### config.mk
export PLATFORM = sky130hd
export DESIGN_NAME = biu_arb_flat
export DESIGN_NICKNAME = d
export VERILOG_FILES = /design/src/rtl/biu_pkg.sv /design/src/rtl/biu_if.sv /design/src/rtl/biu_own_fifo.sv /design/src/rtl/biu_arb.sv /design/src/flat_wrapper.sv
export SDC_FILE = /design/constraint.sdc
export NUM_CORES = 1
export LEC_CHECK = 0
export ABC_AREA = 1
export CAP_MARGIN = 20
export CORE_AREA = 4 4 108 110
export CTS_CLUSTER_DIAMETER = 30
export DETAILED_ROUTE_END_ITERATION = 10
export DIE_AREA = 0 0 112 114
export GPL_ROUTABILITY_DRIVEN = 0
export PLACE_DENSITY = 0.66
export SKIP_CTS_REPAIR_TIMING = 1
export SLEW_MARGIN = 10
export SYNTH_ARGS = -nofsm -noshare
export SYNTH_HDL_FRONTEND = slang
export SYNTH_HIERARCHICAL = 1
export SYNTH_SLANG_ARGS = --single-unit
### constraint.sdc
create_clock -name clk -period 2.9 [get_ports clk]
set_input_delay 0.29 -clock clk [delete_from_list [all_inputs] [get_ports clk]]
set_output_delay 0.29 -clock clk [all_outputs]
set_load 0.05 [all_outputs]
### src/rtl/biu_pkg.sv
// Shared bus-interface-unit definitions: bus commands, owner IDs and the
// arbiter grant states.
package biu_pkg;

    typedef enum logic [1:0] {
        BUS_CMD_READ  = 2'd0,
        BUS_CMD_WRITE = 2'd1
    } bus_cmd_e;

    // Owner of an outstanding bus request; stored 1 bit wide in the owner FIFO.
    typedef enum logic {
        BIU_OWN_IF = 1'b0,
        BIU_OWN_LS = 1'b1
    } biu_own_e;

    typedef enum logic [1:0] {
        ARB_IDLE    = 2'd0,
        ARB_LOCK_IF = 2'd1,
        ARB_LOCK_LS = 2'd2
    } biu_arb_state_e;

endpackage

### src/rtl/biu_if.sv
// Requester and bus transaction interfaces used by the bus interface unit.
// The arbiter sits on the slave side of both requesters and masters the bus.
interface ifetch_if_t #(
    parameter int AW = 32,
    parameter int DW = 32
);
    logic          req_vld;
    logic          req_rdy;
    logic [AW-1:0] req_pc;
    logic          rsp_vld;
    logic          rsp_rdy;
    logic [DW-1:0] rsp_ir;

    modport master (output req_vld, req_pc, rsp_rdy, input req_rdy, rsp_vld, rsp_ir);
    modport slave  (input req_vld, req_pc, rsp_rdy, output req_rdy, rsp_vld, rsp_ir);
endinterface

interface ldst_if_t #(
    parameter int AW = 32,
    parameter int DW = 32
);
    import biu_pkg::*;

    typedef struct packed {
        bus_cmd_e        cmd;
        logic [AW-1:0]   addr;
        logic [DW-1:0]   data;
        logic [DW/8-1:0] be;
    } req_pkt_t;

    typedef struct packed {
        logic          err;
        logic [DW-1:0] data;
    } rsp_pkt_t;

    logic     req_vld;
    logic     req_rdy;
    req_pkt_t req_pkt;
    logic     rsp_vld;
    logic     rsp_rdy;
    rsp_pkt_t rsp_pkt;

    modport master (output req_vld, req_pkt, rsp_rdy, input req_rdy, rsp_vld, rsp_pkt);
    modport slave  (input req_vld, req_pkt, rsp_rdy, output req_rdy, rsp_vld, rsp_pkt);
endinterface

interface bus_trans_if_t #(
    parameter int AW = 32,
    parameter int DW = 32
);
    import biu_pkg::*;

    typedef struct packed {
        bus_cmd_e        cmd;
        logic [AW-1:0]   addr;
        logic [DW-1:0]   data;
        logic [DW/8-1:0] be;
    } req_pkt_t;

    typedef struct packed {
        logic          err;
        logic [DW-1:0] data;
    } rsp_pkt_t;

    logic     req_vld;
    logic     req_rdy;
    req_pkt_t req_pkt;
    logic     rsp_vld;
    logic     rsp_rdy;
    rsp_pkt_t rsp_pkt;

    modport master (output req_vld, req_pkt, rsp_rdy, input req_rdy, rsp_vld, rsp_pkt);
    modport slave  (input req_vld, req_pkt, rsp_rdy, output req_rdy, rsp_vld, rsp_pkt);
endinterface

### src/rtl/biu_own_fifo.sv
// Small in-order FIFO remembering which requester owns each outstanding bus
// request. Pushes when full and pops when empty are ignored.
module biu_own_fifo #(
    parameter int DEPTH = 4,
    parameter int WIDTH = 1
) (
    input  logic                         clk,
    input  logic                         rst,
    input  logic                         push,
    input  logic [WIDTH-1:0]             push_data,
    input  logic                         pop,
    output logic [WIDTH-1:0]             pop_data,
    output logic [$clog2(DEPTH+1)-1:0]   count
);

    localparam int PW = (DEPTH > 1) ? $clog2(DEPTH) : 1;
    localparam int CW = $clog2(DEPTH + 1);

    logic [PW-1:0]    wr_ptr;
    logic [PW-1:0]    rd_ptr;
    logic [WIDTH-1:0] mem [DEPTH];
    logic             do_push;
    logic             do_pop;

    // Pointers wrap at DEPTH so non-power-of-two depths work.
    function automatic logic [PW-1:0] ptr_inc(input logic [PW-1:0] p);
        return (p == PW'(DEPTH - 1)) ? '0 : p + PW'(1);
    endfunction

    assign do_push  = push && (count != CW'(DEPTH));
    assign do_pop   = pop && (count != '0);
    assign pop_data = mem[rd_ptr];

    always_ff @(posedge clk or posedge rst) begin
        if (rst) begin
            wr_ptr <= '0;
            rd_ptr <= '0;
            count  <= '0;
        end else begin
            if (do_push) begin
                wr_ptr <= ptr_inc(wr_ptr);
            end
            if (do_pop) begin
                rd_ptr <= ptr_inc(rd_ptr);
            end
            case ({do_push, do_pop})
                2'b10:   count <= count + CW'(1);
                2'b01:   count <= count - CW'(1);
                default: count <= count;
            endcase
        end
    end

    always_ff @(posedge clk) begin
        if (do_push) begin
            mem[wr_ptr] <= push_data;
        end
    end

endmodule

### src/rtl/biu_arb.sv
// Arbitrates instruction fetch and load/store requests onto one bus and
// routes responses back in order. Define BIU_ARB_RR_EN for round-robin.
module biu_arb
    import biu_pkg::*;
#(
    parameter int AW         = 32,
    parameter int DW         = 32,
    parameter int OUTS_DEPTH = 4
) (
    input  logic          clk,
    input  logic          rst,
    ifetch_if_t.slave     ifetch,
    ldst_if_t.slave       ldst,
    bus_trans_if_t.master bti
);

    localparam int CW = $clog2(OUTS_DEPTH + 1);

    biu_arb_state_e state;
    biu_arb_state_e state_nxt;
    logic           grant_ls;
    logic           idle_win_ls;
    logic           req_open;
    logic           req_hs;
    logic           rsp_open;
    logic           rsp_hs;
    logic           fifo_full;
    logic           fifo_empty;
    logic [CW-1:0]  fifo_count;
    logic [0:0]     head_bits;
    biu_own_e       head_own;
    biu_own_e       push_own;

`ifdef BIU_ARB_RR_EN
    biu_own_e last_grant;

    always_ff @(posedge clk or posedge rst) begin
        if (rst) begin
            last_grant <= BIU_OWN_LS;
        end else if (req_hs) begin
            last_grant <= push_own;
        end
    end

    assign idle_win_ls = (ldst.req_vld && ifetch.req_vld) ? (last_grant == BIU_OWN_IF)
                                                          : ldst.req_vld;
`else
    assign idle_win_ls = ldst.req_vld;
`endif

    always_ff @(posedge clk or posedge rst) begin
        if (rst) begin
            state <= ARB_IDLE;
        end else begin
            state <= state_nxt;
        end
    end

    // A request stalled by the bus locks its grant until it handshakes, so
    // the packet on the bus never changes under a pending valid.
    always_comb begin
        state_nxt = state;
        grant_ls  = 1'b0;
        unique case (state)
            ARB_IDLE: begin
                grant_ls = idle_win_ls;
                if (req_open && (idle_win_ls ? ldst.req_vld : ifetch.req_vld) && !bti.req_rdy) begin
                    state_nxt = idle_win_ls ? ARB_LOCK_LS : ARB_LOCK_IF;
                end
            end
            ARB_LOCK_IF: begin
                grant_ls = 1'b0;
                if (req_open && ifetch.req_vld && bti.req_rdy) begin
                    state_nxt = ARB_IDLE;
                end
            end
            ARB_LOCK_LS: begin
                grant_ls = 1'b1;
                if (req_open && ldst.req_vld && bti.req_rdy) begin
                    state_nxt = ARB_IDLE;
                end
            end
            default: begin
                state_nxt = ARB_IDLE;
            end
        endcase
    end

    assign fifo_full  = (fifo_count == CW'(OUTS_DEPTH));
    assign fifo_empty = (fifo_count == '0);
    assign req_open   = !rst && !fifo_full;
    assign push_own   = grant_ls ? BIU_OWN_LS : BIU_OWN_IF;

    assign bti.req_vld    = req_open && (grant_ls ? ldst.req_vld : ifetch.req_vld);
    assign ifetch.req_rdy = req_open && !grant_ls && bti.req_rdy;
    assign ldst.req_rdy   = req_open && grant_ls && bti.req_rdy;
    assign req_hs         = bti.req_vld && bti.req_rdy;

    always_comb begin
        bti.req_pkt.cmd  = BUS_CMD_READ;
        bti.req_pkt.addr = AW'(ifetch.req_pc);
        bti.req_pkt.data = {DW{1'b0}};
        bti.req_pkt.be   = {(DW/8){1'b0}};
        if (grant_ls) begin
            bti.req_pkt.cmd  = ldst.req_pkt.cmd;
            bti.req_pkt.addr = ldst.req_pkt.addr;
            bti.req_pkt.data = ldst.req_pkt.data;
            bti.req_pkt.be   = ldst.req_pkt.be;
        end
    end

    assign head_own = biu_own_e'(head_bits);
    assign rsp_open = !rst && !fifo_empty;

    assign ifetch.rsp_vld = rsp_open && (head_own == BIU_OWN_IF) && bti.rsp_vld;
    assign ldst.rsp_vld   = rsp_open && (head_own == BIU_OWN_LS) && bti.rsp_vld;
    assign bti.rsp_rdy    = rsp_open && ((head_own == BIU_OWN_LS) ? ldst.rsp_rdy : ifetch.rsp_rdy);
    assign rsp_hs         = bti.rsp_vld && bti.rsp_rdy;

    assign ifetch.rsp_ir     = bti.rsp_pkt.data;
    assign ldst.rsp_pkt.data = bti.rsp_pkt.data;
    assign ldst.rsp_pkt.err  = bti.rsp_pkt.err;

    biu_own_fifo #(
        .DEPTH (OUTS_DEPTH),
        .WIDTH (1)
    ) u_own_fifo (
        .clk       (clk),
        .rst       (rst),
        .push      (req_hs),
        .push_data (push_own),
        .pop       (rsp_hs),
        .pop_data  (head_bits),
        .count     (fifo_count)
    );

endmodule

### src/flat_wrapper.sv
// flat-port wrapper written by rule: the top's interface ports become plain ports
module biu_arb_flat import biu_pkg::*;
#(
    parameter int AW         = 32,
    parameter int DW         = 32,
    parameter int OUTS_DEPTH = 4
)
  (clk, rst, ifetch_req_vld, ifetch_req_pc, ifetch_rsp_rdy, ifetch_req_rdy, ifetch_rsp_vld, ifetch_rsp_ir, ldst_req_vld, ldst_req_pkt, ldst_rsp_rdy, ldst_req_rdy, ldst_rsp_vld, ldst_rsp_pkt, bti_req_vld, bti_req_pkt, bti_rsp_rdy, bti_req_rdy, bti_rsp_vld, bti_rsp_pkt);
  ifetch_if_t #(.AW(AW), .DW(DW)) ifetch_i ();
  ldst_if_t #(.AW(AW), .DW(DW)) ldst_i ();
  bus_trans_if_t #(.AW(AW), .DW(DW)) bti_i ();
  input  logic clk;
  input  logic rst;
  input wire logic [$bits(ifetch_i.req_vld)-1:0] ifetch_req_vld;
  input wire logic [$bits(ifetch_i.req_pc)-1:0] ifetch_req_pc;
  input wire logic [$bits(ifetch_i.rsp_rdy)-1:0] ifetch_rsp_rdy;
  output wire logic [$bits(ifetch_i.req_rdy)-1:0] ifetch_req_rdy;
  output wire logic [$bits(ifetch_i.rsp_vld)-1:0] ifetch_rsp_vld;
  output wire logic [$bits(ifetch_i.rsp_ir)-1:0] ifetch_rsp_ir;
  input wire logic [$bits(ldst_i.req_vld)-1:0] ldst_req_vld;
  input wire logic [$bits(ldst_i.req_pkt)-1:0] ldst_req_pkt;
  input wire logic [$bits(ldst_i.rsp_rdy)-1:0] ldst_rsp_rdy;
  output wire logic [$bits(ldst_i.req_rdy)-1:0] ldst_req_rdy;
  output wire logic [$bits(ldst_i.rsp_vld)-1:0] ldst_rsp_vld;
  output wire logic [$bits(ldst_i.rsp_pkt)-1:0] ldst_rsp_pkt;
  output wire logic [$bits(bti_i.req_vld)-1:0] bti_req_vld;
  output wire logic [$bits(bti_i.req_pkt)-1:0] bti_req_pkt;
  output wire logic [$bits(bti_i.rsp_rdy)-1:0] bti_rsp_rdy;
  input wire logic [$bits(bti_i.req_rdy)-1:0] bti_req_rdy;
  input wire logic [$bits(bti_i.rsp_vld)-1:0] bti_rsp_vld;
  input wire logic [$bits(bti_i.rsp_pkt)-1:0] bti_rsp_pkt;
  assign ifetch_i.req_vld = ifetch_req_vld;
  assign ifetch_i.req_pc = ifetch_req_pc;
  assign ifetch_i.rsp_rdy = ifetch_rsp_rdy;
  assign ifetch_req_rdy = ifetch_i.req_rdy;
  assign ifetch_rsp_vld = ifetch_i.rsp_vld;
  assign ifetch_rsp_ir = ifetch_i.rsp_ir;
  assign ldst_i.req_vld = ldst_req_vld;
  assign ldst_i.req_pkt = ldst_req_pkt;
  assign ldst_i.rsp_rdy = ldst_rsp_rdy;
  assign ldst_req_rdy = ldst_i.req_rdy;
  assign ldst_rsp_vld = ldst_i.rsp_vld;
  assign ldst_rsp_pkt = ldst_i.rsp_pkt;
  assign bti_req_vld = bti_i.req_vld;
  assign bti_req_pkt = bti_i.req_pkt;
  assign bti_rsp_rdy = bti_i.rsp_rdy;
  assign bti_i.req_rdy = bti_req_rdy;
  assign bti_i.rsp_vld = bti_rsp_vld;
  assign bti_i.rsp_pkt = bti_rsp_pkt;
  biu_arb #(.AW(AW), .DW(DW), .OUTS_DEPTH(OUTS_DEPTH)) u_core (.clk(clk), .rst(rst), .ifetch(ifetch_i), .ldst(ldst_i), .bti(bti_i));
endmodule
== Word-level counts from Yosys, hierarchy flattened ==
Memories as Yosys holds them, arrays and structs flattened.
Index checks and enable logic that the tools add are counted.

* Magnitude comparators: 0
* $mul: 0
* Reduce and logical (&&, ||, !) cells: 32
* Bitwise gates (word level): 1
* Multiplexer cells: 16
* Equal/unequal tests: 11
* Add/subtract/negate cells: 4
* Div/mod/pow operators: 0
* Shifts and indexed selects: 0

{| class="wikitable"
|+ Operators with widths
! cell !! number
|-
| 2-to-1 mux 70 bit || 1
|-
| logical AND 1 bit || 22
|-
| 2-to-1 mux 2 bit || 6
|-
| equality test 2 bit (second input constant) || 4
|-
| 2-to-1 mux 1 bit || 6
|-
| inequality test 2 x 1 -> 1 bit (second input constant) || 3
|-
| case mux 2 bit (3 select lines) || 1
|-
| case mux 3 bit (2 select lines) || 1
|-
| zero test 1 bit || 5
|-
| adder 2 x 1 -> 2 bit (second input constant) || 2
|-
| equality test 2 x 1 -> 1 bit (second input constant) || 2
|-
| adder 3 x 1 -> 3 bit (second input constant) || 1
|-
| equality test 3 bit (second input constant) || 1
|-
| zero test 3 bit || 1
|-
| inequality test 3 bit (second input constant) || 1
|-
| AND reduction 3 bit || 1
|-
| nonzero test 3 bit || 1
|-
| subtractor 3 x 1 -> 3 bit (second input constant) || 1
|-
| zero test 2 bit || 1
|-
| case mux 1 bit (2 select lines) || 1
|-
| nonzero test 2 bit || 1
|-
| NOT 1 bit || 1
|}

* Bits in latches: 0
* Input bits: 143
* Memory bits (writable): 4
* Logic and storage cells: 69
* Memory bits (read-only): 0
* Bits in registers: 9
* Memories kept: 1

{| class="wikitable"
|+ Memory list
! memory !! depth !! bits a word !! rd ports !! clocked after memory_dff !! wr ports !! line !! RTL
|-
| u_core.u_own_fifo.mem || 4 || 1 || 1 || 0 || 1 || biu_own_fifo.sv:21 || <nowiki>logic [WIDTH-1:0] mem [DEPTH];</nowiki>
|}

== Logic depth before layout (Yosys ltp) ==
* Word-level depth: 8
* Depth in mapped cells: 16
* Mapped depth without buffers: 16

== Cells and area by module ==
The synthesis kept the hierarchy.

{| class="wikitable"
|+ Modules (own cells, without submodules)
! module !! seq. area each (µm²) !! cells each !! area each (µm²) !! times used
|-
| biu_arb || 50.0 || 294 || 1442.6 || 1
|-
| biu_own_fifo || 295.3 || 71 || 631.9 || 1
|}

== Worst setup path after synthesis ==
OpenSTA, ideal clock, no wires.

* Path kind: reg-to-reg
* Start: register u_core.state[1]
* End: register u_core.u_own_fifo.count[1]
* Slack: 0.615 ns
* Buffers on the path: 0
* Required time: 2.817 ns
* Cell stages (with the launch flop): 9
* Setup time: 0.083 ns
* Data arrival time: 2.202 ns
* Path through: dfrtp_1 o21ai_4 nor2_1 nor4_1 nand2_4 ha_1 inv_1 fa_1 o21ai_0

* Longest elaborated chain between the ends: 8
* Elaborated cells on any way between the ends: 11

{| class="wikitable"
|+ RTL lines
! what !! line !! RTL
|-
| start: declaration || biu_arb.sv:19 || <nowiki>biu_arb_state_e state;</nowiki>
|-
| start signal: assignment || biu_arb.sv:55 || <nowiki>state <= state_nxt;</nowiki>
|-
| equality test 2 bit / zero test 2 bit (equally long branches) || biu_arb.sv:64 || <nowiki>unique case (state)</nowiki>
|-
| case mux 1 bit (2 select lines) (*) || biu_arb.sv:64 ||
|-
| 2-to-1 mux 1 bit (*) || biu_arb.sv:94 || <nowiki>assign bti.req_vld = req_open && (grant_ls ? ldst.req_vld : ifetch.req_vld);</nowiki>
|-
| logical AND 1 bit (*) || biu_arb.sv:94 ||
|-
| logical AND 1 bit (*) || biu_arb.sv:97 || <nowiki>assign req_hs = bti.req_vld && bti.req_rdy;</nowiki>
|-
| via u_core.req_hs || biu_arb.sv:24 || <nowiki>logic req_hs;</nowiki>
|-
| logical AND 1 bit (*) || biu_own_fifo.sv:30 || <nowiki>assign do_push = push && (count != CW'(DEPTH));</nowiki>
|-
| equality test 2 x 1 -> 1 bit / equality test 2 bit (equally long branches) || biu_own_fifo.sv:46 || <nowiki>case ({do_push, do_pop})</nowiki>
|-
| case mux 3 bit (2 select lines) / nonzero test 2 bit (equally long branches) || - ||
|-
| end signal: assignment || biu_own_fifo.sv:47 || <nowiki>2'b10: count <= count + CW'(1);</nowiki>
|-
| end signal: assignment || biu_own_fifo.sv:48 || <nowiki>2'b01: count <= count - CW'(1);</nowiki>
|-
| end signal: assignment || biu_own_fifo.sv:49 || <nowiki>default: count <= count;</nowiki>
|-
| end: declaration || biu_own_fifo.sv:13 || <nowiki>output logic [$clog2(DEPTH+1)-1:0] count</nowiki>
|}

The timed path passes the listed nets; every way through them passes the cells marked *.
A chain may end at the register's enable or synchronous reset.

== Worst setup path in the final report ==
* Start: register u_core.u_own_fifo.rd_ptr[0]
* End: register u_core.u_own_fifo.count[2]

* Longest elaborated chain between the ends: 7
* Elaborated cells on any way between the ends: 9

{| class="wikitable"
|+ RTL lines
! what !! line !! RTL
|-
| start: declaration || biu_own_fifo.sv:20 || <nowiki>logic [PW-1:0] rd_ptr;</nowiki>
|-
| start signal: assignment || biu_own_fifo.sv:44 || <nowiki>rd_ptr <= ptr_inc(rd_ptr);</nowiki>
|-
| memory read (4 x 1 bit) (*) || - ||
|-
| via u_core.head_bits || biu_arb.sv:30 || <nowiki>logic [0:0] head_bits;</nowiki>
|-
| 2-to-1 mux 1 bit (*) || biu_arb.sv:117 || <nowiki>assign bti.rsp_rdy = rsp_open && ((head_own == BIU_OWN_LS) ? ldst.rsp_rdy : ifetch.rsp_rdy);</nowiki>
|-
| logical AND 1 bit (*) || biu_arb.sv:117 ||
|-
| logical AND 1 bit (*) || biu_arb.sv:118 || <nowiki>assign rsp_hs = bti.rsp_vld && bti.rsp_rdy;</nowiki>
|-
| via u_core.rsp_hs || biu_arb.sv:26 || <nowiki>logic rsp_hs;</nowiki>
|-
| logical AND 1 bit (*) || biu_own_fifo.sv:31 || <nowiki>assign do_pop = pop && (count != '0);</nowiki>
|-
| via u_core.u_own_fifo.do_pop || biu_own_fifo.sv:23 || <nowiki>logic do_pop;</nowiki>
|-
| equality test 2 x 1 -> 1 bit / equality test 2 bit (equally long branches) || biu_own_fifo.sv:46 ||
|-
| case mux 3 bit (2 select lines) / nonzero test 2 bit (equally long branches) || - ||
|}

Marks and branches as above.

==> reports/results.env <==
SETUP.WORST_PATH.START_CLASS='flop'
FINCLKSKEW_NS=0.002278
DRC_ERRORS=0
COMBINATIONAL_FAMILY_WITH_THE_MOST_AREA_AFTER_SYNTHESIS='simple AND/OR/NAND/NOR gates'
SYNTH-EDFF-COUNT=4
ROUTED_WIRE_LENGTH_PER_INSTANCE_UM=11.37
SETUP_WS_NS=0.3548
NUM_ANTENNA_CELLS=0
WORSTPATHBUFFERINVERTERCOUNT=2
CPPEAKSTAGEDELAY_NS=0.45
RUN_STATUS='finished, final reports clean'
WORST_PATH_MOST_REPEATED_CELL='sky130_fd_sc_hd__nand2_1'
PLACEMENT.SETUP.WORST_SLACK_NS=0.3346
P_SWITCHING_uW=1919
CRITPATHARRIVALTIME_NS=2.67
TIGHTEST_SLEW_NS=0.5341
GRT_PASS1_WL_UM=10220
CLOCK-ROOT-BUFFER='sky130_fd_sc_hd__clkbuf_8'
COREAREA_UM2=10700
FINALSETUPVIOLCOUNT=0
YOSYS-MUX-AREA-FRACTION_PCT=0.4825
INITIAL_CORE_UTIL_PCT=19.39
CRIT_CELLS=14
MAX_FREQ_MHz=392.9
SYNTH.FF_LATCH_COUNT=13
LEADING_AREA_CONTRIBUTOR_AFTER_SYNTHESIS='sky130_fd_sc_hd__buf_4'
RR_WORST_DEPTH=14
GRT_USE_TOTAL_PCT=9.603
POST_SYNTH_MAIN_AREA_CONTRIBUTORS='sky130_fd_sc_hd__buf_4 (24%), sky130_fd_sc_hd__nand2_1 (22%), sky130_fd_sc_hd__inv_1 (11%), sky130_fd_sc_hd__dfrtp_1 (11%), sky130_fd_sc_hd__nor2_1 (10%)'
VIASPERCELL=3.825
SHARE_OF_THE_SYNTHESIZED_NETLIST_AREA_TAKEN_BY_XOR_AND_XNOR_GATES_PCT=0.4222
CLK-INSERTION-DELAY-LATE_NS=0.24
FILLERINSTANCES=1137
POWER_LEAKAGE_uW=0.001854
DRIVE_ABOVE_1_SHARE_PCT=12.19
SUM_OF_ROUTED_WIRE_LENGTH_OVER_ALL_LAYERS_UM=7094
SYNTH_AREA_UM2=2074
MULTIINPUTGATEAREA_UM2=947.2
IO-PIN-COUNT=284
TIMING.FINAL.MAX_SLEW_VIOLATIONS=0
HOLD_VIOL_FINAL=0
CLKTRANSATPATHREGS_NS=0.05
CRITICAL_PATH.SLOWEST_CELL='sky130_fd_sc_hd__dfrtp_1'
VIA_COUNT=2387
WORSTSETUPENDPOINTTYPE='flop'
SYNTH_LARGEST_TYPE_AREA_FRACTION_PCT=23.52
NUMCTSBUFFERS=3
GRT_START_MAX_NET_PINS=41
TOTALNEGATIVESETUPSLACK_NS=0
REQUIRED_NS=3.03
CRITICAL-PATH-TOP-DELAY-FAMILY='simple AND/OR/NAND/NOR gates'
SHARE_OF_TOTAL_POWER_IN_THE_CLOCK_NETWORK_PCT=5.1
POWER-PER-CELL-AREA_nW_PER_UM2=868.9
P_SW_SHARE_PCT=62.21
SYNTH.CELLS.MOST_FREQUENT='sky130_fd_sc_hd__nand2_1 (121), sky130_fd_sc_hd__buf_4 (65), sky130_fd_sc_hd__inv_1 (61)'
SYN_TO_FINAL_GROWTH_PCT=71.17
REGAREA_UM2=345.3
ANT_NETS=0
WORST_SETUP_PATH_TYPE='reg2reg'
VIOLATION_COUNT_AFTER_THE_FIRST_DETAILED_ROUTE_ITERATION=52
FLOORPLAN.DIE_AREA_UM2=12770
FINAL_NET_COUNT=635
TRITONCTS='built'
TRITONCTS_NUM_SINKS=13
CP_CELL_SEQUENCE='or2_1, nand2_1, nand2_1, mux2i_1, nor3_1, nand2_1, inv_1, ha_1, inv_1, fa_1, nand2_1, nand3_1, nand2_1, nand2_1'
CTS_MAX_PATH_BUFFERS=2
YOSYS.AREA_SHARE.ADDER_PCT=4.584
FLOORPLAN.ROWS=38
IO_BUFFER_COUNT=185
FINALCRITICALPERIOD_NS=2.545
COMPLEX_GATE_FRACTION_OF_THE_SYNTHESIZED_AREA_PCT=2.111
VIAS_IN_THE_FIRST_GLOBAL_ROUTE=2270
YOSYSMOSTFREQUENTCELL='sky130_fd_sc_hd__nand2_1'
P_INT_uW=1166
DP.FINAL_HPWL_UM=6218
DIE-WIDTH_UM=112
POWER.IR.VDD_WORST_V=0.0005558
HOLD_CLASS='in2async'
POWER.SHARE.SEQUENTIAL_PCT=10.8
POSTSYNTHAREAPERCELL_UM2=5.684
YOSYSSEQAREASHARE_PCT=16.65
RRSETUPSLACK_NS=0.35
SYNTH_SIMPLE_GATE_AREA_SHARE_PCT=38.06
TOTAL_GRT_OVERFLOW=0
MAXCAP_VIOLATIONS=0
TOP_FLIP_FLOP_CELL_BY_INSTANCE_COUNT_AFTER_SYNTHESIS='sky130_fd_sc_hd__dfrtp_1'
PEAK_FANOUT_ALONG_THE_CRITICAL_PATH=7
NETLIST-CELL-TYPE-COUNT=23
RSZ0062_AT_GRT='false'
HTREE_NUM_LEVELS=1
ASYNCSETRESETFLOPFRACSYNTH_PCT=69.23
YOSYSWARNINGCOUNT=6
PRE_REPAIR_DR_ITERATION_COUNT=4
ANTENNA_FOUND_INITIAL=0
MAPPEDNETLISTNETS=515
PERIOD_SHARE_PCT=87.77
MAXSLEWHEADROOM_PCT=64.28
VERTICAL_DIE_DIMENSION_UM=114
SYNTHESIS.INSTANCES=365
COMB_POWER_SHARE_PCT=84.1
## layer usage
metal | track usage (%) | routed length [um]
met5 | 0 | 0
met4 | 2.965 | 104
met1 | 10.94 | 2727
met2 | 15.83 | 3306
met3 | 4.828 | 956
## final timing paths
| kind | startpoint | end |
|---|---|---|
| max in group asynchronous | rst | u_core/u_own_fifo/count[2]$_DFFE_PP0P_ |
| worst max-delay path | u_core/u_own_fifo/rd_ptr[0]$_DFFE_PP0P_ | u_core/u_own_fifo/count[2]$_DFFE_PP0P_ |
| worst min-delay path | rst | u_core/u_own_fifo/rd_ptr[1]$_DFFE_PP0P_ |
| worst min register to register | u_core/u_own_fifo/count[0]$_DFFE_PP0P_ | u_core/u_own_fifo/count[0]$_DFFE_PP0P_ |
| worst max register to register | u_core/u_own_fifo/rd_ptr[0]$_DFFE_PP0P_ | u_core/u_own_fifo/count[2]$_DFFE_PP0P_ |
| min in group clk | u_core/u_own_fifo/count[0]$_DFFE_PP0P_ | u_core/u_own_fifo/count[0]$_DFFE_PP0P_ |
## registers in the layout, indices dropped and copies added, names as in the netlist
name,flops
u_core/u_own_fifo/mem,4
u_core/u_own_fifo/count,3
u_core/state,2
u_core/u_own_fifo/rd_ptr,2
u_core/u_own_fifo/wr_ptr,2
## per-stage QoR
stage	hold slack [ns]	cell area, um2	utilization (%)	cells	total power (uW)
3_5_place_dp	0.5020	3506	32.77	620	2955
6_report	0.3489	3551	33.19	624	3085
3_3_place_gp	0.4978	3506	32.77	620	2925
5_1_grt	0.3760	3551	33.19	624	3288
4_1_cts	0.3630	3551	33.19	624	3121
2_1_floorplan	0.07326	2074	-	365	2337
## logic make-up (layout without fill, tap and decap cells)
logic type / after synthesis / in the layout
xor+xnor: 1 / 1
mux: 1 / 1
simple gates: 197 / 197
compound gates: 6 / 6
fa+ha+maj: 7 / 7
buf+inv: 140 / 259
flops: 13 / 13
## power groups by stage
stage	registers [uW]	logic, uW	clock network (uW)
after detailed placement	335	2620	0
after floorplan	318	2020	0
final	333	2600	157
after global placement	331	2590	0
after CTS	332	2630	162
after global routing	345	2770	173
## area by class of cell
type,instances,area share [%]
sequential,13,9.725
inverter,65,6.871
clock buffer,4,1.268
timing repair buffer,190,50.53
tap,140,4.933
multi-input combinational,212,26.67
## cell usage in the layout (no fill, tap or decap), drive strengths merged
| master | Yosys | final |
|---|---|---|
| nor4 | 1 | 1 |
| nand4 | 5 | 5 |
| nand2 | 122 | 122 |
| nand3 | 9 | 9 |
| inv | 65 | 65 |
| nor3 | 3 | 3 |
| o211ai | 1 | 1 |
| o21ai | 3 | 3 |
| clkdlybuf4s50 | 0 | 142 |
| dfrtp | 9 | 9 |
| a21oi | 2 | 2 |
| nor2 | 56 | 56 |
| mux2i | 1 | 1 |
| buf | 75 | 48 |
| edfxtp | 4 | 4 |
| ha | 6 | 6 |
| fa | 1 | 1 |
| clkbuf | 0 | 4 |
| or2 | 1 | 1 |
| xnor2 | 1 | 1 |
## worst register-to-register path, delay by kind of cell, from the launching register on
family        cells  cell delay (ns)
fa+ha+maj         2             0.54
buf+inv           2             0.15
flops             1             0.45
mux               1             0.15
simple gates      9             1.14
(Power assumes the default switching activity.)
